--- src/rtl/frame_manager_pkg.sv ---
// Shared frame-manager definitions: framebuffer geometry, bus widths, draw
// source IDs and the pixel payload carried on the draw-source write bus.
package frame_manager_pkg;

  localparam int unsigned SOURCE_SEL_ADDRW  = 2;
  localparam int unsigned COLOR_DEPTH       = 12;
  localparam int unsigned DRAW_WIDTH        = 640;
  localparam int unsigned DRAW_HEIGHT       = 480;
  localparam int unsigned DRAW_WIDTH_ADDRW  = 10;
  localparam int unsigned DRAW_HEIGHT_ADDRW = 9;

  // One extra bit so a limit equal to 2**ADDRW still compares correctly.
  localparam logic [DRAW_WIDTH_ADDRW:0]  DRAW_X_LIMIT = (DRAW_WIDTH_ADDRW+1)'(DRAW_WIDTH);
  localparam logic [DRAW_HEIGHT_ADDRW:0] DRAW_Y_LIMIT = (DRAW_HEIGHT_ADDRW+1)'(DRAW_HEIGHT);

  // Draw units in compositing order (back to front).
  typedef enum logic [SOURCE_SEL_ADDRW-1:0] {
    SRC_STARFIELD = 2'd0,
    SRC_SPRITES   = 2'd1,
    SRC_HUD       = 2'd2
  } source_id_e;

  typedef struct packed {
    logic [COLOR_DEPTH-1:0]       color;
    logic                         transparent;
    logic [DRAW_WIDTH_ADDRW-1:0]  x;
    logic [DRAW_HEIGHT_ADDRW-1:0] y;
  } draw_pixel_t;

  // A pixel reaches the framebuffer only if opaque and on screen.
  function automatic logic pixel_writable(draw_pixel_t p);
    return !p.transparent
        && ({1'b0, p.x} < DRAW_X_LIMIT)
        && ({1'b0, p.y} < DRAW_Y_LIMIT);
  endfunction

endpackage

--- src/rtl/draw_write_arbiter_if.sv ---
// Draw-source write bus. The arbiter selects a source and signals readiness;
// the selected source drives its pixel burst.
//   master : draw source side (drives write_active and pixel fields)
//   slave  : arbiter side (drives write_source_sel, write_awaited)
interface draw_write_arbiter_if
  import frame_manager_pkg::*;
();
  logic [SOURCE_SEL_ADDRW-1:0]  write_source_sel;
  logic                         write_awaited;
  logic                         write_active;
  logic [COLOR_DEPTH-1:0]       write_color_data;
  logic                         write_transparent;
  logic [DRAW_WIDTH_ADDRW-1:0]  write_x_addr;
  logic [DRAW_HEIGHT_ADDRW-1:0] write_y_addr;

  modport master (
    input  write_source_sel, write_awaited,
    output write_active, write_color_data, write_transparent,
    output write_x_addr, write_y_addr
  );

  modport slave (
    output write_source_sel, write_awaited,
    input  write_active, write_color_data, write_transparent,
    input  write_x_addr, write_y_addr
  );
endinterface

--- src/rtl/draw_pixel_filter.sv ---
// Framebuffer write stage: drops transparent / off-screen pixels and registers
// the write, one cycle after acceptance.
//   clk, rst    : clock, synchronous active-high reset
//   accept_i    : pixel on pix_i is accepted this cycle
//   pix_i       : pixel payload
//   fb_*_o      : registered framebuffer write port
module draw_pixel_filter
  import frame_manager_pkg::*;
(
  input  logic                         clk,
  input  logic                         rst,
  input  logic                         accept_i,
  input  draw_pixel_t                  pix_i,
  output logic                         fb_we_o,
  output logic [DRAW_WIDTH_ADDRW-1:0]  fb_x_o,
  output logic [DRAW_HEIGHT_ADDRW-1:0] fb_y_o,
  output logic [COLOR_DEPTH-1:0]       fb_color_o
);

  logic                         fb_we_q;
  logic [DRAW_WIDTH_ADDRW-1:0]  fb_x_q;
  logic [DRAW_HEIGHT_ADDRW-1:0] fb_y_q;
  logic [COLOR_DEPTH-1:0]       fb_color_q;

  // Address/colour follow every accepted pixel; only fb_we is qualified.
  always_ff @(posedge clk) begin
    if (rst) begin
      fb_we_q    <= 1'b0;
      fb_x_q     <= '0;
      fb_y_q     <= '0;
      fb_color_q <= '0;
    end else begin
      fb_we_q <= accept_i && pixel_writable(pix_i);
      if (accept_i) begin
        fb_x_q     <= pix_i.x;
        fb_y_q     <= pix_i.y;
        fb_color_q <= pix_i.color;
      end
    end
  end

  assign fb_we_o    = fb_we_q;
  assign fb_x_o     = fb_x_q;
  assign fb_y_o     = fb_y_q;
  assign fb_color_o = fb_color_q;

endmodule

--- src/rtl/draw_write_arbiter.sv ---
// Receiving end of the draw-source write bus. Once per frame, polls every draw
// source in ID order, accepts its pixel burst and forwards writable pixels to
// the back-buffer write port.
//   clk, rst          : clock, synchronous active-high reset
//   frame_start       : pulse, begin compositing a frame
//   wr                : draw-source write bus (slave side)
//   fb_we/x/y/color   : framebuffer write port, 1 cycle after acceptance
//   busy              : frame in progress
//   frame_draw_done   : pulse, last source finished
//   source_timeout    : pulse, source skipped (no start or burst too long)
//   frame_overrun     : pulse, frame_start while a frame was in progress
module draw_write_arbiter
  import frame_manager_pkg::*;
#(
  parameter int unsigned SOURCE_COUNT  = 3,
  parameter int unsigned PARK_SEL      = SOURCE_COUNT,
  parameter int unsigned START_TIMEOUT = 4096,
  parameter int unsigned MAX_BURST     = 65535
) (
  input  logic                         clk,
  input  logic                         rst,
  input  logic                         frame_start,
  draw_write_arbiter_if.slave          wr,
  output logic                         fb_we,
  output logic [DRAW_WIDTH_ADDRW-1:0]  fb_x,
  output logic [DRAW_HEIGHT_ADDRW-1:0] fb_y,
  output logic [COLOR_DEPTH-1:0]       fb_color,
  output logic                         busy,
  output logic                         frame_draw_done,
  output logic                         source_timeout,
  output logic                         frame_overrun
);

  localparam int unsigned TO_W    = $clog2(START_TIMEOUT + 1);
  localparam int unsigned BURST_W = $clog2(MAX_BURST + 1);

  localparam logic [SOURCE_SEL_ADDRW-1:0] PARK      = SOURCE_SEL_ADDRW'(PARK_SEL);
  localparam logic [SOURCE_SEL_ADDRW-1:0] LAST_SRC  = SOURCE_SEL_ADDRW'(SOURCE_COUNT - 1);
  localparam logic [TO_W-1:0]             TO_LAST   = TO_W'(START_TIMEOUT - 1);
  localparam logic [BURST_W-1:0]          BURST_MAX = BURST_W'(MAX_BURST);

  typedef enum logic [2:0] {
    ST_IDLE, ST_SELECT, ST_AWAIT, ST_RECEIVE, ST_NEXT, ST_DONE
  } state_e;

  state_e                      state_q;
  logic [SOURCE_SEL_ADDRW-1:0] src_q;
  logic [SOURCE_SEL_ADDRW-1:0] sel_q;
  logic                        awaited_q;
  logic                        busy_q;
  logic                        done_q;
  logic                        timeout_q;
  logic                        overrun_q;
  logic [TO_W-1:0]             to_cnt_q;
  logic [BURST_W-1:0]          burst_q;
  logic [BURST_W-1:0]          burst_d;
  logic                        act_c;
  logic                        accept_c;
  draw_pixel_t                 pix_c;

  // Floating bus: anything but a clean 1 counts as inactive.
  assign act_c    = (wr.write_active === 1'b1);
  assign accept_c = act_c && ((state_q == ST_AWAIT) || (state_q == ST_RECEIVE));
  assign burst_d  = burst_q + BURST_W'(1);

  always_comb begin
    pix_c             = '0;
    pix_c.color       = wr.write_color_data;
    pix_c.transparent = wr.write_transparent;
    pix_c.x           = wr.write_x_addr;
    pix_c.y           = wr.write_y_addr;
  end

  // Frame sequencer; outputs are updated on the edge entering each state.
  always_ff @(posedge clk) begin
    if (rst) begin
      state_q   <= ST_IDLE;
      src_q     <= '0;
      sel_q     <= PARK;
      awaited_q <= 1'b0;
      busy_q    <= 1'b0;
      done_q    <= 1'b0;
      timeout_q <= 1'b0;
      overrun_q <= 1'b0;
      to_cnt_q  <= '0;
      burst_q   <= '0;
    end else begin
      done_q    <= 1'b0;
      timeout_q <= 1'b0;
      overrun_q <= frame_start && (state_q != ST_IDLE);
      unique case (state_q)
        ST_IDLE: begin
          if (frame_start) begin
            src_q   <= '0;
            sel_q   <= '0;
            busy_q  <= 1'b1;
            state_q <= ST_SELECT;
          end
        end
        // Settle cycle for the source-side tri-state mux.
        ST_SELECT: begin
          to_cnt_q  <= '0;
          burst_q   <= '0;
          awaited_q <= 1'b1;
          state_q   <= ST_AWAIT;
        end
        ST_AWAIT: begin
          if (act_c) begin
            awaited_q <= 1'b0;
            burst_q   <= burst_d;
            if (burst_d == BURST_MAX) begin
              timeout_q <= 1'b1;
              sel_q     <= PARK;
              state_q   <= ST_NEXT;
            end else begin
              state_q <= ST_RECEIVE;
            end
          end else if (to_cnt_q == TO_LAST) begin
            awaited_q <= 1'b0;
            timeout_q <= 1'b1;
            sel_q     <= PARK;
            state_q   <= ST_NEXT;
          end else begin
            to_cnt_q <= to_cnt_q + TO_W'(1);
          end
        end
        ST_RECEIVE: begin
          if (!act_c) begin
            sel_q   <= PARK;
            state_q <= ST_NEXT;
          end else begin
            burst_q <= burst_d;
            if (burst_d == BURST_MAX) begin
              timeout_q <= 1'b1;
              sel_q     <= PARK;
              state_q   <= ST_NEXT;
            end
          end
        end
        ST_NEXT: begin
          if (src_q == LAST_SRC) begin
            done_q  <= 1'b1;
            state_q <= ST_DONE;
          end else begin
            src_q   <= src_q + SOURCE_SEL_ADDRW'(1);
            sel_q   <= src_q + SOURCE_SEL_ADDRW'(1);
            state_q <= ST_SELECT;
          end
        end
        ST_DONE: begin
          busy_q  <= 1'b0;
          state_q <= ST_IDLE;
        end
        default: state_q <= ST_IDLE;
      endcase
    end
  end

  draw_pixel_filter u_filter (
    .clk        (clk),
    .rst        (rst),
    .accept_i   (accept_c),
    .pix_i      (pix_c),
    .fb_we_o    (fb_we),
    .fb_x_o     (fb_x),
    .fb_y_o     (fb_y),
    .fb_color_o (fb_color)
  );

  assign wr.write_source_sel = sel_q;
  assign wr.write_awaited    = awaited_q;
  assign busy                = busy_q;
  assign frame_draw_done     = done_q;
  assign source_timeout      = timeout_q;
  assign frame_overrun       = overrun_q;

endmodule
--- src/flat_wrapper.sv ---
// flat-port wrapper written by rule: the top's interface ports become plain ports
module draw_write_arbiter_flat import frame_manager_pkg::*;
#(
  parameter int unsigned SOURCE_COUNT  = 3,
  parameter int unsigned PARK_SEL      = SOURCE_COUNT,
  parameter int unsigned START_TIMEOUT = 4096,
  parameter int unsigned MAX_BURST     = 65535
)
  (clk, rst, frame_start, fb_we, fb_x, fb_y, fb_color, busy, frame_draw_done, source_timeout, frame_overrun, wr_write_source_sel, wr_write_awaited, wr_write_active, wr_write_color_data, wr_write_transparent, wr_write_x_addr, wr_write_y_addr);
  draw_write_arbiter_if wr_i ();
  input  logic clk;
  input  logic rst;
  input  logic frame_start;
  output logic fb_we;
  output logic [DRAW_WIDTH_ADDRW-1:0] fb_x;
  output logic [DRAW_HEIGHT_ADDRW-1:0] fb_y;
  output logic [COLOR_DEPTH-1:0] fb_color;
  output logic busy;
  output logic frame_draw_done;
  output logic source_timeout;
  output logic frame_overrun;
  output wire logic [$bits(wr_i.write_source_sel)-1:0] wr_write_source_sel;
  output wire logic [$bits(wr_i.write_awaited)-1:0] wr_write_awaited;
  input wire logic [$bits(wr_i.write_active)-1:0] wr_write_active;
  input wire logic [$bits(wr_i.write_color_data)-1:0] wr_write_color_data;
  input wire logic [$bits(wr_i.write_transparent)-1:0] wr_write_transparent;
  input wire logic [$bits(wr_i.write_x_addr)-1:0] wr_write_x_addr;
  input wire logic [$bits(wr_i.write_y_addr)-1:0] wr_write_y_addr;
  assign wr_write_source_sel = wr_i.write_source_sel;
  assign wr_write_awaited = wr_i.write_awaited;
  assign wr_i.write_active = wr_write_active;
  assign wr_i.write_color_data = wr_write_color_data;
  assign wr_i.write_transparent = wr_write_transparent;
  assign wr_i.write_x_addr = wr_write_x_addr;
  assign wr_i.write_y_addr = wr_write_y_addr;
  draw_write_arbiter #(.SOURCE_COUNT(SOURCE_COUNT), .PARK_SEL(PARK_SEL), .START_TIMEOUT(START_TIMEOUT), .MAX_BURST(MAX_BURST)) u_core (.clk(clk), .rst(rst), .frame_start(frame_start), .wr(wr_i), .fb_we(fb_we), .fb_x(fb_x), .fb_y(fb_y), .fb_color(fb_color), .busy(busy), .frame_draw_done(frame_draw_done), .source_timeout(source_timeout), .frame_overrun(frame_overrun));
endmodule
--- config.mk ---
export PLATFORM = sky130hd
export DESIGN_NAME = draw_write_arbiter_flat
export DESIGN_NICKNAME = d
export VERILOG_FILES = /design/src/rtl/frame_manager_pkg.sv /design/src/rtl/draw_write_arbiter_if.sv /design/src/rtl/draw_pixel_filter.sv /design/src/rtl/draw_write_arbiter.sv /design/src/flat_wrapper.sv
export SDC_FILE = /design/constraint.sdc
export NUM_CORES = 1
export LEC_CHECK = 0
export ABC_AREA = 0
export CORE_ASPECT_RATIO = 0.7
export CORE_UTILIZATION = 40
export DETAILED_ROUTE_END_ITERATION = 10
export GPL_TIMING_DRIVEN = 0
export PLACE_DENSITY = 0.77
export SLEW_MARGIN = 20
export SYNTH_ARGS = -nofsm -noshare
export SYNTH_HDL_FRONTEND = slang
export SYNTH_SLANG_ARGS = --single-unit
--- constraint.sdc ---
create_clock -name clk -period 1.84 [get_ports clk]
set_input_delay 0.552 -clock clk [delete_from_list [all_inputs] [get_ports clk]]
set_output_delay 0.552 -clock clk [all_outputs]
set_load 0.005 [all_outputs]
==> results of run 1 <==
cell families (layout without fill, tap and decap cells):
group	Yosys count	count (layout)
and+or+nand+nor	198	198
DFF	73	73
adders and majority gates	4	4
buffers and inverters	37	132
AOI/OAI and AO/OA	116	116
xor gates and xnor gates	7	7
muxes	3	3
power breakdown:
group | internal, uW | total (uW) | leakage, uW | switching [uW]
Sequential | 1630 | 1660 | 0.000594 | 36.0
Clock | 915 | 1600 | 0.000129 | 688
Combinational | 217 | 464 | 0.000832 | 247
worst min path at each step:
stage	end	depth (start not counted)	slack (ps)
3_5_place_dp	u_core.u_filter.fb_x_o[6]	2	450
5_1_grt	u_core.u_filter.fb_y_o[6]	2	470
6_report	u_core.u_filter.fb_color_o[3]	2	450
3_3_place_gp	u_core.u_filter.fb_x_o[6]	2	440
4_1_cts	u_core.u_filter.fb_x_o[6]	2	450
2_1_floorplan	u_core.u_filter.fb_color_o[0]	2	450
cells in the final DEF, fill, tap and decap left out, types with 3 or more instances in the layout:
master	instances
sky130_fd_sc_hd__nor3_1	9
sky130_fd_sc_hd__inv_1	6
sky130_fd_sc_hd__dfxtp_1	68
sky130_fd_sc_hd__a311oi_1	5
sky130_fd_sc_hd__a31oi_1	7
sky130_fd_sc_hd__clkbuf_2	7
sky130_fd_sc_hd__o21ai_0	22
sky130_fd_sc_hd__or3_1	7
sky130_fd_sc_hd__a21oi_1	56
sky130_fd_sc_hd__and2_1	3
sky130_fd_sc_hd__nor2_1	41
sky130_fd_sc_hd__xnor2_1	5
sky130_fd_sc_hd__clkbuf_1	10
sky130_fd_sc_hd__nand4_1	8
sky130_fd_sc_hd__and4_1	4
sky130_fd_sc_hd__buf_4	11
sky130_fd_sc_hd__clkdlybuf4s50_1	73
sky130_fd_sc_hd__dfxtp_2	3
sky130_fd_sc_hd__nand2_1	80
sky130_fd_sc_hd__nand4b_1	5
sky130_fd_sc_hd__clkbuf_16	9
sky130_fd_sc_hd__nand3_1	6
sky130_fd_sc_hd__nor3b_1	4
sky130_fd_sc_hd__a32oi_1	3
sky130_fd_sc_hd__buf_2	5
sky130_fd_sc_hd__mux2i_1	3
sky130_fd_sc_hd__nand2b_1	3
metal layers:
layer  GRT usage (%)  vias to the layer above  share of wire, %
li1                -                     1730                 -
met1            30.3                     1663                45
met2            34.5                      174                44
met3            4.96                       23               8.6
met4            9.60                        0               2.0
met5               0                        -                 0
worst register-to-register path, cell delays in order, from the launching register on:
cell	delay, ps
sky130_fd_sc_hd__dfxtp_4	360
sky130_fd_sc_hd__ha_4	160
sky130_fd_sc_hd__nand3_4	90
sky130_fd_sc_hd__buf_6	140
sky130_fd_sc_hd__or3_4	330
sky130_fd_sc_hd__a32oi_1	200
sky130_fd_sc_hd__nand4b_1	210
sky130_fd_sc_hd__a211oi_2	230
sky130_fd_sc_hd__nor4_1	60
sequential cells by signal (all words and copies together) (netlist names), 2 cells and up:
signal                      cells
u_core.u_filter.fb_y_o          9
u_core.state_q                  3
u_core.burst_q                 16
u_core.u_filter.fb_x_o         10
u_core.u_filter.fb_color_o     12
u_core.wr.write_source_sel      2
u_core.src_q                    2
u_core.to_cnt_q                13
stage by stage:
step	util, %	total power, uW	setup TNS, ps	hold WS, ps	std cells
2_1_floorplan	-	1890	-19.1	453	438
3_3_place_gp	53.4	2110	-20820	442	612
3_5_place_dp	53.4	2120	-23820	446	612
4_1_cts	58.2	3740	-566	455	634
5_1_grt	59.0	3890	-641	471	634
6_report	59.0	3730	-119	453	634
layout make-up:
type	count	share of cell area, %
multi-input combinational	328	40.2
tap	101	2.66
sequential	73	31.1
clock buffer	10	4.83
buffer	27	2.93
clock inverter	6	0.897
inverter	7	0.554
timing repair buffer	82	16.9
repair_timing:
item / CTS / global route
setup buffers: 8 / 1
setup endpoints to repair: 61 / 64
pin swaps: 11 / 10
gates resized for setup: 23 / 26
==> metrics list, run 1 <==
- The path class of the tightest hold or removal check is reg2reg.
- In this run, CTS created clock tree buffers numbering 9.
* Die height: 79.2 um
- Upper clock frequency limit: 522 MHz
- Of all nets on the critical path, the largest fanout is 4.
- Entering global routing, the biggest net connects 14 pins.
- Post-route worst setup slack: -74.5 ps
* Cell types with the largest area share after synthesis: sky130_fd_sc_hd__dfxtp_1, sky130_fd_sc_hd__nand2_1, sky130_fd_sc_hd__a21oi_1
- CTS tree: done
* Violation count after the first detailed-route iteration: 350
- Once the floorplan was initialized, standard cells occupied 42.3% of the core.
- Worst slack at placement: -495 ps
- The die covers 8890 um2.
* Leading post-synthesis cells by instance count: sky130_fd_sc_hd__nand2_1, sky130_fd_sc_hd__dfxtp_1, sky130_fd_sc_hd__a21oi_1
- STA classifies the critical path startpoint as a flip-flop.
* Final Hold Fails: 0
- The worst setup path is of the reg2reg kind.
- The worst register-to-register path ends at u_core.state_q[1].
- Number of H-tree levels: 3
* Number of nets in the synthesized netlist: 478
* Power per cell area: 787 nW/um2
- Failing checks: DRC, setup timing
- On the critical path the largest part of the delay comes from simple AND/OR/NAND/NOR gates.
- Counting flops with a built-in enable in the synthesized netlist gives 0.
* Cell area after placement: 4300 um2
- Register area: 1470 um2
* Count of inserted antenna diode cells: 0
* Mux share of post-synthesis cell area: 0.882%
- After layout, the worst path uses 104% of the clock period.
- Cell Chain, Critical Path: ha_4, nand3_4, buf_6, or3_4, a32oi_1, nand4b_1, a211oi_2, nor4_1
- Detail Route Antenna Nets: 0
* Library cell with the largest summed area after synthesis: sky130_fd_sc_hd__dfxtp_1
- The most used flip-flop cell after synthesis is sky130_fd_sc_hd__dfxtp_1.
* Fraction of layout instances using a drive strength above 1: 12.8%
- From synthesis to final layout, the design area changed by 39.3%.
- Depth of the worst register-to-register path: 8
- Slew @ Worst Pin: 682 ps
- In this run the tightest slew margin relative to its limit is 54.2%.
* Die extent in x: 112 um
* Worst Clk Skew: 6.83 ps
- Number of antenna violations at the first check in global routing: 0
* Count of distinct cell types in the synthesized netlist: 52
- Global route overflow: 0
* Buffers on Ports: 73
- After synthesis, the largest family of logic cells by area is simple AND/OR/NAND/NOR gates.
- STA classifies the critical path endpoint as a flip-flop.
* Routed wirelength normalized by instance count: 15.4 um
* Startpoint of the worst-slack reg-to-reg timing path: u_core.burst_q[1]
* Worst setup path end: u_core.state_q[1]
- The floorplan has 27 rows.
* Cell area after synthesis: 3400 um2
- On the critical path, the stage with the largest delay is an instance of sky130_fd_sc_hd__dfxtp_4.
- Via density: 5.66
- Number of remaining DRC errors: 13
- Counting the fill cells in the layout gives 710.
- Across every metal layer, demand over resource in global routing totals 22.4%.
* First-pass GRT wire length: 15800 um
- Final HPWL DP: 6720 um
- Ports: 75
* Area share of the largest cell type after synthesis: 42.9%
- In this run, synthesis produced a sequential element count of 73.
* Syn Area/Cell: 7.77 um2
- The analysis attributes to cell leakage a power of 0.00156 uW.
- Hold repair after CTS inserted 0 buffers.
- Clock-pin slew was measured on the worst setup and hold paths at 60 ps.
- The synthesized netlist devotes 20.0% of its cell area to compound gates.
- Register area share after synthesis: 42.9%
* Slew Limit Fails: 0
* TritonCTS sink count: 73
- Total wirelength of the detailed-routed design: 9770 um
- Max incr delay on CP: 360 ps
- Ys async rst share: 0%
* Crit path buf inv count: 1
- Fraction of synthesized cell area in xor and xnor cells: 1.80%
- Total non-filler cell area in the finished layout: 4740 um2
* Total number of nets in the final design: 568
- Most common cell in the netlist: sky130_fd_sc_hd__nand2_1
- Number of warnings reported in the yosys synthesis log: 0
- Outcome: finished with violations
- Adder-cell share of the synthesized area: 1.47%
* CP Data Arrival Time: 2100 ps
- Subtracting the final worst setup slack from the clock period gives 1910 ps.
- Of the total synthesized cell area, the portion taken by AND, OR, NAND and NOR gates is 28.3%.
* Setup slack of the worst register-to-register path: -70 ps
- Hold path start: u_core.u_filter.fb_color_o[3]
- Summing over every cut layer, the via total after detailed routing is 3590.
- Final RePlAce weighted congestion: 0.862
- Clock latency at the later pin of the worst-skew pair: 330 ps
- Multi-input gate area: 1900 um2
- Across the VDD grid, the largest voltage drop is 0.000405 V.
- Setup repair after global routing could not meet its margin everywhere.
- Critical path startpoint: u_core.burst_q[1]
* CP Data Required Time: 2030 ps
* Bufs on Longest Clock Path: 2
- After technology mapping, the gate count stands at 438.
- The tree is rooted in a sky130_fd_sc_hd__clkbuf_16.
- Placeable core region: 8040 um2
- Via count of the first global-routing pass: 3299
* Number of max-capacitance violations reported: 0
- Setup violations remaining at the end of the flow were counted as 2.
* DRT Pass-1 Iters: 9
- Number of cells on the critical path: 8
(Power assumes the default switching activity.)
==> inputs of run 2 (changes only) <==
--- a/config.mk
+++ b/config.mk
@@ -7,7 +7,9 @@
 export LEC_CHECK = 0
 export ABC_AREA = 0
 export CORE_ASPECT_RATIO = 0.7
+export CORE_MARGIN = 5
 export CORE_UTILIZATION = 40
+export CTS_BUF_LIST = sky130_fd_sc_hd__clkbuf_8
 export DETAILED_ROUTE_END_ITERATION = 10
 export GPL_TIMING_DRIVEN = 0
 export PLACE_DENSITY = 0.77
==> metrics list, run 2 (same netlist as run 1, synthesis figures left out) <==
- Outcome: finished with violations (unchanged).
* Failing checks: setup timing (was DRC, setup timing)
- Root cell of the clock tree: sky130_fd_sc_hd__clkbuf_8 (was sky130_fd_sc_hd__clkbuf_16)
- The final routed DRC violation total came to 0 (was 13).
* Total number of nets in the final design: 573 (was 568)
- The maximum achievable frequency came to 516 MHz (was 522 MHz).
- The final core area utilization is 56.9% (was 59.0%).
- The overall overflow remaining after global route was 0 (unchanged).
- The global-route wire length before repair was 16700 um (was 15800 um).
* Worst Clk Skew: 13.9 ps (was 6.83 ps)
- Routed wirelength normalized by instance count: 16.1 um (was 15.4 um)
- Die ar.: 10500 um2 (was 8890 um2)
* Startpoint-to-endpoint class of the critical path: reg2reg (unchanged)
* Final RePlAce weighted congestion: 0.949 (was 0.862)
- Power per cell area: 747 nW/um2 (was 787 nW/um2)
* Maximum number of pins on one net before global-route repair: 15 (was 14)
- Flip-flop count of the largest register, all copies and words added: 16 (unchanged)
- The final sum of negative setup slack was -255 ps (was -119 ps).
* Worst Path Max Fanout: 8 (was 4)
* Num CTS Buffers: 9 (unchanged)
- The post-route fraction of the period consumed by the critical path is 105% (was 104%).
* CP Data Required Time: 2060 ps (was 2030 ps)
* Number of H-tree levels: 3 (unchanged)
* Worst Hold Margin: 456 ps (was 453 ps)
- The worst min-delay path class was reg2reg (unchanged).
- Violation count after the first detailed-route iteration: 284 (was 350)
- The core footprint was 8370 um2 (was 8040 um2).
* Via density: 5.70 (was 5.66)
- The via count of the first global-routing pass came to 3465 (was 3299).
- The clock edge transition at the registers on the reported setup and hold paths came to 80 ps (was 60 ps).
- Number of max-capacitance violations reported: 0 (unchanged)
- The number of diodes added for antenna fixing came to 0 (unchanged).
- CP Data Arrival Time: 2150 ps (was 2100 ps)
* Final total power: 3560 uW (was 3730 uW)
- The final setup violation count came to 5 (was 2).
* Count of standard-cell rows: 28 (was 27)
* All-layer global routing usage: 19.6% (was 22.4%)
- The sort of element at the start of the critical path is a flip-flop (unchanged).
* Unrepaired setup endpoints after global routing: true (unchanged)
- The largest buffer count on any clock path was 2 (unchanged).
* Die extent in x: 120 um (was 112 um)
* Min Tclk post-route: 1940 ps (was 1910 ps)
* Final HPWL DP: 7010 um (was 6720 um)
* Die height: 87.2 um (was 79.2 um)
- Number of antenna violations at the first check in global routing: 0 (unchanged)
- The most common cell after layout, fill and taps aside is sky130_fd_sc_hd__nand2_1 (unchanged).
- Slew Limit Fails: 0 (unchanged)
* Worst slack at placement: -487 ps (was -495 ps)
* CTS tree: done (unchanged)
* Fraction of layout instances using a drive strength above 1: 15.1% (was 12.8%)
- The type of destination of the critical path was a flip-flop (unchanged).
* Most frequent cells in the layout: sky130_fd_sc_hd__nand2_1, sky130_fd_sc_hd__clkdlybuf4s50_1, sky130_fd_sc_hd__dfxtp_1, sky130_fd_sc_hd__a21oi_1, sky130_fd_sc_hd__nor2_1 (unchanged)
* Post-route worst setup slack: -98.3 ps (was -74.5 ps)
- Synth-to-Final Area Change: 39.9% (was 39.3%)
- The effective utilization at floorplan came to 40.6% (was 42.3%).
* Static Leakage: 0.00161 uW (was 0.00156 uW)
- Via count: 3662 (was 3590)
* Final Hold Fails: 0 (unchanged)
- The worst max-slew margin expressed relative to the limit came to 58.7% (was 54.2%).
- DRT Pass-1 Iters: 5 (was 9)
* Ports: 75 (unchanged)
- Slew @ Worst Pin: 615 ps (was 682 ps)
* Maximum vdd ir drop: 0.000320 V (was 0.000405 V)
- The most flop-heavy register is u_core.burst_q (unchanged).
* Clock latency at the later pin of the worst-skew pair: 360 ps (was 330 ps)
* Detail Route Antenna Nets: 0 (unchanged)
- The overall routed net length is 10400 um (was 9770 um).
* TritonCTS sink count: 73 (unchanged)
- Buffers on Ports: 73 (unchanged)
run 2: cell types whose count changed in the layout (fill, tap and decap cells not counted), moves of 3 or more:
cell	change
sky130_fd_sc_hd__o21ai_0	-3
sky130_fd_sc_hd__clkbuf_16	-9
sky130_fd_sc_hd__buf_4	+3
sky130_fd_sc_hd__clkbuf_8	+9
run 2: stage by stage:
step / instances / area, um2
after detailed placement: 616 / 4300
final: 643 / 4760
after global routing: 643 / 4760
after CTS: 641 / 4670
after global placement: 616 / 4300
after floorplan: 438 / 3440
run 2: metal layers:
metal	part of all wire (%)	global-route usage [%]
met1	44	25.3
met2	45	32.4
met3	9.2	4.68
met4	1.5	7.00
met5	0	0
run 2: area by class of cell:
class	instances	area [um2]
Fill cell	767	3610
Sequential cell	73	1470
Clock inverter	7	103
Timing Repair Buffer	87	842
Buffer	27	134
Clock buffer	9	124
Inverter	7	26.3
Tap cell	105	131
Multi-Input combinational cell	328	1930
run 2: repair_timing:
item,CTS,global route
hold endpoints to repair,0,0
gates resized for setup,22,37
pin swaps,12,14
hold buffers,0,0
setup endpoints to repair,55,66
setup buffers,11,3
run 2: where the power goes:
group	switching, uW	internal (uW)
logic	241	216
registers	35.5	1620
clock network	662	780
run 2: worst paths after layout:
| check | start | endpoint | slack [ps] | depth (start not counted) |
|---|---|---|---|---|
| setup / recovery | u_core.burst_q[6] | u_core.state_q[1] | -100 | 6 |
| hold / removal | u_core.u_filter.fb_x_o[6] | u_core.u_filter.fb_x_o[6] | 460 | 2 |
| setup reg to reg | u_core.burst_q[6] | u_core.state_q[1] | -100 | 6 |
| hold reg to reg | u_core.u_filter.fb_x_o[6] | u_core.u_filter.fb_x_o[6] | 460 | 2 |
run 2: critical path: stages (launching register included):
cell and delay, ps:
sky130_fd_sc_hd__dfxtp_1 490, sky130_fd_sc_hd__nand3_2 200, sky130_fd_sc_hd__or3_4 410, sky130_fd_sc_hd__a32oi_2 190
sky130_fd_sc_hd__nand4b_1 180, sky130_fd_sc_hd__a211oi_2 270, sky130_fd_sc_hd__nor4_1 70
